File: src/rtl/uart_reg_bridge_if.sv
// UART byte stream and register bus signals of the bridge.
// master = bridge side, slave = UART FIFOs plus register file.
interface uart_reg_bridge_if #(
  parameter int ADDR_WIDTH = 8
);
  logic                  uart_rx_ready;
  logic [7:0]            uart_rx_byte;
  logic                  uart_rx_read;
  logic                  uart_tx_fifo_full;
  logic                  uart_tx_start;
  logic [7:0]            uart_tx_data_in;
  logic [ADDR_WIDTH-1:0] reg_addr;
  logic [7:0]            reg_wdata;
  logic                  reg_we;
  logic                  reg_re;
  logic [7:0]            reg_rdata;
  logic                  err;
  logic                  busy;

  modport master (
    input  uart_rx_ready,
    input  uart_rx_byte,
    input  uart_tx_fifo_full,
    input  reg_rdata,
    output uart_rx_read,
    output uart_tx_start,
    output uart_tx_data_in,
    output reg_addr,
    output reg_wdata,
    output reg_we,
    output reg_re,
    output err,
    output busy
  );

  modport slave (
    output uart_rx_ready,
    output uart_rx_byte,
    output uart_tx_fifo_full,
    output reg_rdata,
    input  uart_rx_read,
    input  uart_tx_start,
    input  uart_tx_data_in,
    input  reg_addr,
    input  reg_wdata,
    input  reg_we,
    input  reg_re,
    input  err,
    input  busy
  );
endinterface

File: src/rtl/uart_reg_bridge.sv
// UART command bridge: 'R' addr -> data byte, 'W' addr data -> 'K'.
// Unknown command -> '?' plus err; stalled command -> err, no reply.
module uart_reg_bridge #(
  parameter int ADDR_WIDTH = 8,
  parameter int TIMEOUT    = 500000
) (
  input logic             clk,
  input logic             rst,
  uart_reg_bridge_if.master bus
);
  typedef enum logic [2:0] {
    S_CMD,
    S_ADDR,
    S_DATA,
    S_BUS_RD,
    S_BUS_CAP,
    S_BUS_WR,
    S_RESP
  } state_t;

  localparam logic [23:0] LP_TMO_LAST = 24'(TIMEOUT - 1);
  localparam logic [7:0]  LP_CMD_R    = 8'h52;
  localparam logic [7:0]  LP_CMD_W    = 8'h57;
  localparam logic [7:0]  LP_ACK      = 8'h4B;
  localparam logic [7:0]  LP_NAK      = 8'h3F;

  state_t                r_state;
  state_t                w_state_n;
  logic                  r_rd;
  logic                  r_pend;
  logic                  r_is_w;
  logic [ADDR_WIDTH-1:0] r_addr;
  logic [7:0]            r_wdata;
  logic [7:0]            r_resp;
  logic [23:0]           r_cnt;
  logic                  w_pop;
  logic                  w_err;
  logic                  w_cnt_en;
  logic                  w_bad;

  assign w_bad = (bus.uart_rx_byte != LP_CMD_R) &&
                 (bus.uart_rx_byte != LP_CMD_W);

  always_ff @(posedge clk or posedge rst) begin
    if (rst) r_state <= S_CMD;
    else     r_state <= w_state_n;
  end

  // r_rd marks the pop cycle, r_pend the cycle the byte is valid
  always_comb begin
    w_state_n = r_state;
    w_pop     = 1'b0;
    w_err     = 1'b0;
    w_cnt_en  = 1'b0;
    unique case (r_state)
      S_CMD: begin
        if (r_pend) begin
          if (w_bad) begin
            w_state_n = S_RESP;
            w_err     = 1'b1;
          end else begin
            w_state_n = S_ADDR;
          end
        end else begin
          w_pop = bus.uart_rx_ready & ~r_rd;
        end
      end
      S_ADDR, S_DATA: begin
        if (r_pend) begin
          if (r_state == S_DATA) w_state_n = S_BUS_WR;
          else if (r_is_w)       w_state_n = S_DATA;
          else                   w_state_n = S_BUS_RD;
        end else if (!r_rd) begin
          if (bus.uart_rx_ready) begin
            w_pop = 1'b1;
          end else begin
            w_cnt_en = 1'b1;
            if (r_cnt == LP_TMO_LAST) begin
              w_state_n = S_CMD;
              w_err     = 1'b1;
            end
          end
        end
      end
      S_BUS_RD:  w_state_n = S_BUS_CAP;
      S_BUS_CAP: w_state_n = S_RESP;
      S_BUS_WR:  w_state_n = S_RESP;
      S_RESP: begin
        if (!bus.uart_tx_fifo_full) w_state_n = S_CMD;
      end
      default:   w_state_n = S_CMD;
    endcase
  end

  always_ff @(posedge clk or posedge rst) begin
    if (rst) begin
      r_rd    <= 1'b0;
      r_pend  <= 1'b0;
      r_is_w  <= 1'b0;
      r_addr  <= '0;
      r_wdata <= '0;
      r_resp  <= '0;
      r_cnt   <= '0;
    end else begin
      r_rd   <= w_pop;
      r_pend <= r_rd;
      if (r_pend && r_state == S_CMD)
        r_is_w <= (bus.uart_rx_byte == LP_CMD_W);
      if (r_pend && r_state == S_ADDR)
        r_addr <= ADDR_WIDTH'(bus.uart_rx_byte);
      if (r_pend && r_state == S_DATA)
        r_wdata <= bus.uart_rx_byte;
      if (r_pend && r_state == S_CMD && w_bad)
        r_resp <= LP_NAK;
      else if (r_state == S_BUS_WR)
        r_resp <= LP_ACK;
      else if (r_state == S_BUS_CAP)
        r_resp <= bus.reg_rdata;
      if (w_state_n != r_state || r_pend)
        r_cnt <= '0;
      else if (w_cnt_en)
        r_cnt <= r_cnt + 24'd1;
    end
  end

  assign bus.uart_rx_read    = r_rd;
  assign bus.uart_tx_start   = (r_state == S_RESP) &
                               ~bus.uart_tx_fifo_full;
  assign bus.uart_tx_data_in = r_resp;
  assign bus.reg_addr        = r_addr;
  assign bus.reg_wdata       = r_wdata;
  assign bus.reg_we          = (r_state == S_BUS_WR);
  assign bus.reg_re          = (r_state == S_BUS_RD);
  assign bus.err             = w_err;
  assign bus.busy            = (r_state != S_CMD);
endmodule

File: src/flat_wrapper.sv
// flat-port wrapper written by rule: the top's interface ports become plain ports
module uart_reg_bridge_flat 
#(
  parameter int ADDR_WIDTH = 8,
  parameter int TIMEOUT    = 500000
)
  (clk, rst, bus_uart_rx_ready, bus_uart_rx_byte, bus_uart_tx_fifo_full, bus_reg_rdata, bus_uart_rx_read, bus_uart_tx_start, bus_uart_tx_data_in, bus_reg_addr, bus_reg_wdata, bus_reg_we, bus_reg_re, bus_err, bus_busy);
  uart_reg_bridge_if #(.ADDR_WIDTH(ADDR_WIDTH)) bus_i ();
  input logic clk;
  input logic rst;
  input wire logic [$bits(bus_i.uart_rx_ready)-1:0] bus_uart_rx_ready;
  input wire logic [$bits(bus_i.uart_rx_byte)-1:0] bus_uart_rx_byte;
  input wire logic [$bits(bus_i.uart_tx_fifo_full)-1:0] bus_uart_tx_fifo_full;
  input wire logic [$bits(bus_i.reg_rdata)-1:0] bus_reg_rdata;
  output wire logic [$bits(bus_i.uart_rx_read)-1:0] bus_uart_rx_read;
  output wire logic [$bits(bus_i.uart_tx_start)-1:0] bus_uart_tx_start;
  output wire logic [$bits(bus_i.uart_tx_data_in)-1:0] bus_uart_tx_data_in;
  output wire logic [$bits(bus_i.reg_addr)-1:0] bus_reg_addr;
  output wire logic [$bits(bus_i.reg_wdata)-1:0] bus_reg_wdata;
  output wire logic [$bits(bus_i.reg_we)-1:0] bus_reg_we;
  output wire logic [$bits(bus_i.reg_re)-1:0] bus_reg_re;
  output wire logic [$bits(bus_i.err)-1:0] bus_err;
  output wire logic [$bits(bus_i.busy)-1:0] bus_busy;
  assign bus_i.uart_rx_ready = bus_uart_rx_ready;
  assign bus_i.uart_rx_byte = bus_uart_rx_byte;
  assign bus_i.uart_tx_fifo_full = bus_uart_tx_fifo_full;
  assign bus_i.reg_rdata = bus_reg_rdata;
  assign bus_uart_rx_read = bus_i.uart_rx_read;
  assign bus_uart_tx_start = bus_i.uart_tx_start;
  assign bus_uart_tx_data_in = bus_i.uart_tx_data_in;
  assign bus_reg_addr = bus_i.reg_addr;
  assign bus_reg_wdata = bus_i.reg_wdata;
  assign bus_reg_we = bus_i.reg_we;
  assign bus_reg_re = bus_i.reg_re;
  assign bus_err = bus_i.err;
  assign bus_busy = bus_i.busy;
  uart_reg_bridge #(.ADDR_WIDTH(ADDR_WIDTH), .TIMEOUT(TIMEOUT)) u_core (.clk(clk), .rst(rst), .bus(bus_i));
endmodule
File: config.mk
export PLATFORM = sky130hd
export DESIGN_NAME = uart_reg_bridge_flat
export DESIGN_NICKNAME = d
export VERILOG_FILES = /design/src/rtl/uart_reg_bridge_if.sv /design/src/rtl/uart_reg_bridge.sv /design/src/flat_wrapper.sv
export SDC_FILE = /design/constraint.sdc
export NUM_CORES = 1
export LEC_CHECK = 0
export ABC_AREA = 1
export CAP_MARGIN = 40
export CORE_MARGIN = 5
export CORE_UTILIZATION = 35
export DETAILED_ROUTE_END_ITERATION = 6
export PLACE_DENSITY = 0.63
export SLEW_MARGIN = 20
export SYNTH_ARGS = -nofsm -noshare
export SYNTH_HDL_FRONTEND = slang
export SYNTH_SLANG_ARGS = --single-unit
File: constraint.sdc
create_clock -name clk -period 2.17 [get_ports clk]
set_clock_uncertainty 0.15 [all_clocks]
set_input_delay 0.434 -clock clk [delete_from_list [all_inputs] [get_ports clk]]
set_output_delay 0.434 -clock clk [all_outputs]
set_load 0.1 [all_outputs]
==> metrics list <==
- The floorplan step defined a die boundary enclosing approximately 11000 um^2.
* Clock buffer depth: 2
* Routed wire length: 7180 um
- Via total after detailed routing: 2583
- For this configuration, the core starts out at a cell density of 35.3%.
* Worst setup path startpoint: u_core.r_cnt[16]
* Number of violations reported at the end of detailed-routing iteration 0: 88
- The number of different library cells used by synthesis comes to 35.
* Mean number of vias per cell: 4.64
* I/O Pins: 50
- Setup repair after global routing missed its margin: true
* Worst reg2reg startpoint: u_core.r_cnt[0]
* Warnings, synthesis: 0
- Buffers placed on the I/O ports in this run total 49.
* Netlist area before placement: 3030 um^2
* Vias in the first global route: 2585
* Status: finished with violations
- At the pin with the least slew margin, the transition time is ~0.54 ns.
- Largest area contributor in the synthesized netlist: dfrtp_1
- In this run the critical register-to-register path is captured at u_core.r_cnt[22].
* Number of instances in the placed design: 536
* Post-synthesis sequential area ratio: 44.6%
- Total power divided by cell area: 1530 nW/um^2
- Half-perimeter wire length of the detailed placement result: 5180 um
- The count of nets left with antenna violations once routing finished came out at 0.
* Worst Slack Setup Final: -0.0965 ns
- After filler insertion, the fill cell instance count of the layout stands at 824.
* Largest net degree at the start of global routing: 55
* Max_cap viols: 0
* Max Slew Vio Count: 0
- Setup violations remaining at the end of the flow were counted as 1.
* Max VDD drop: 1.04 mV
- Die Y-Extent: 103 um
- Adding up every negative setup slack in the final design gives -0.0965 ns.
- Final nets: roughly 470
- GR Util All Layers: 14.1%
- The H-tree was split into 2 levels.
- Worst Reg2Reg Path Length in Cells: 15
* Violated checks: negative setup slack
- Of all nets on the critical path, the largest fanout is 4.
* Total CTS buffers: 5
- Cell count after synthesis: 355
- CP required: between 1.5 and 2 ns
* Hold Fails Final Rpt: 0
* Avg Inst Size Synth: approximately 8.5 um^2
- TritonCTS built the clock tree.
- Element type at the critical path start: flop
- Pre-antenna DRT Iters: 4
* Final cycle utilization of the critical path: 104%
- After the flow finishes, the layout carries non-filler instances totaling 557.
- Final weighted congestion in routability-driven placement: roughly 0.89
* Net count after synthesis: 376
- Cells taking the most area after synthesis: dfrtp_1, nand2_1, nor2_4
- The number of antenna violations at the first check in global routing came to 0.
- Total gr overflow: 0
- In the final routed layout, each cell accounts on average for 12.9 um.
- The post-route netlist has 35.0% of its cells at a drive strength greater than 1.
- The finished cells cover 4250 um^2.
- Relative to the synthesized area, the layout overhead comes to 40.2%.
- Core Box Area: 8590 um^2
- Minimum clock period after layout: 2.27 ns
* Drc violations: 0
- Diode insertion count for antenna repair: 0
- Wire length of the first global-routing pass: 12000 um
- Horizontal die dimension: 103 um
* Flops & latches, synth: 54
- Hold slack final: 0.281 ns
- Maximum operating frequency: 441 MHz
- Worst slack after detailed placement: -0.389 ns
- Class of the tightest hold or removal check: in2reg
* DP Area: 3870 um^2
* Insertion delay to the later sink of the worst-skew pair: 0.31 ns
- The worst setup path is of the reg2out kind.
* Slack of the worst reg-to-reg path: around 0.02 ns
- Static leakage: 0.00193 uW
* Clock tree root driver cell: clkbuf_8
- For the worst setup path, the data arrival time is 1.68 ns.
- Area fraction of the dominant cell type after synthesis: 44.6%
- STA classifies the critical path endpoint as an output pin.
- Worst rel slew slack: 64.2%
* Clock transition at the registers of the reported paths: 0.11 ns
* CTS Sinks: 54
- Number of hold buffers added after cts: 0
* Crit path capture: bus_err
* Standard-cell row count: 34
-- report_power, final --
part / leakage [uW] / internal [uW] / switching (uW)
clock: 0.0000587 / 350 / 355
sequential: 0.000677 / 1270 / 179
combinational: 0.00120 / 1280 / 3080
total: 0.00193 / 2900 / 3610
-- cell type report --
type	count	area, um^2	area share (%)
flip-flops and latches	54	1360	31.9
well taps	108	135	3.18
clock inverters	3	47.5	1.12
clock buffers	5	68.8	1.62
inverters	49	194	4.56
multi-input cells	246	1560	36.7
repair buffers	92	890	20.9
-- kinds of logic after synthesis --
| group | count (synthesis) | synth area share (%) |
|---|---|---|
| AOI/OAI and AO/OA | 34 | 6.06 |
| xor gates and xnor gates | 16 | 4.62 |
| adders and majority gates | 1 | 0.412 |
| buffers and inverters | 55 | 8.42 |
| DFF | 54 | 44.6 |
| and+or+nand+nor | 195 | 35.9 |
-- worst min path at each step --
| stage | from | endpoint | slack [ns] | cells past startpoint |
|---|---|---|---|---|
| 2_1_floorplan | u_core.r_is_w | u_core.r_is_w | 0.35 | 2 |
| 3_3_place_gp | u_core.bus.uart_rx_read | u_core.r_pend | 0.27 | 0 |
| 3_5_place_dp | u_core.bus.uart_rx_read | u_core.r_pend | 0.27 | 0 |
| 4_1_cts | u_core.bus.uart_rx_read | u_core.r_pend | 0.29 | 0 |
| 5_1_grt | u_core.bus.uart_rx_read | u_core.r_pend | 0.31 | 0 |
| 6_report | bus_uart_rx_byte[4] | u_core.bus.reg_addr[4] | 0.28 | 3 |
-- cell usage after synthesis --
library cell / number
dfrtp_1: 54
a32oi_1: 1
a31oi_1: 1
nand2_1: 81
inv_2: 4
nor3_2: 1
buf_12: 2
nor2_1: 34
nor2_4: 25
o21ai_0: 23
nand4_1: 6
ha_1: 1
nand3_2: 4
nand2_8: 1
inv_1: 44
inv_6: 1
o31ai_1: 1
nor4_1: 1
nor3_1: 4
clkbuf_1: 2
buf_4: 1
nand2_2: 4
nand2_4: 5
o22ai_1: 3
nor4_2: 1
and3_1: 1
xor2_1: 11
nand3_1: 22
buf_6: 1
nor2_2: 3
o21a_1: 1
xnor2_1: 5
a21oi_1: 4
nand3b_1: 1
and2_1: 1
-- cells in the final DEF, fill, tap and decap left out, drive strengths merged --
cell / instances
nor4: 2
xnor2: 5
nor2: 62
clkinv: 1
inv: 50
ha: 1
o21a: 1
clkdlybuf4s50: 17
dlymetal6s2s: 1
dlygate4sd2: 1
a32oi: 1
dfrtp: 54
clkbuf: 7
nand3b: 1
a21oi: 4
and2: 1
o22ai: 3
nand2: 91
and3: 1
nor3: 5
nand3: 26
buf: 71
nand4: 6
o21ai: 23
bufinv: 1
xor2: 11
o31ai: 1
a31oi: 1
-- worst max-delay path, cell delays in order (launching register included) --
cell and delay [ns]:
dfrtp_1 0.46, nand4_1 0.25, nor2_2 0.19, nand3_2 0.12
o21ai_4 0.16, buf_12 0.19
-- state kept, by name (all words and copies together) (netlist names) --
register / count
u_core.bus.reg_wdata: 8
u_core.r_is_w: 1
u_core.bus.uart_tx_data_in: 8
u_core.bus.reg_addr: 8
u_core.r_state: 3
u_core.r_pend: 1
u_core.r_cnt: 24
u_core.bus.uart_rx_read: 1
-- routing by layer --
layer,vias to the layer above,routed length (um),GRT usage [%]
met2,47,3690,24.3
met4,0,60,3.69
met3,4,278,2.44
li1,1300,-,-
met5,-,0,0
met1,1232,3150,18.2
-- through the flow --
| stage | total power [uW] | util (%) |
|---|---|---|
| after floorplan | 4610 | - |
| after global placement | 5490 | 45.1 |
| after detailed placement | 5540 | 45.1 |
| after CTS | 6340 | 47.8 |
| after global routing | 6810 | 49.5 |
| final | 6510 | 49.5 |
-- repair_timing --
action                     CTS  global route
cloned                       0             2
setup endpoints to repair   26            26
setup buffers                8             4
pin swaps                    8             8
resized for setup           16            20
Power figures use the tool's default switching activity.
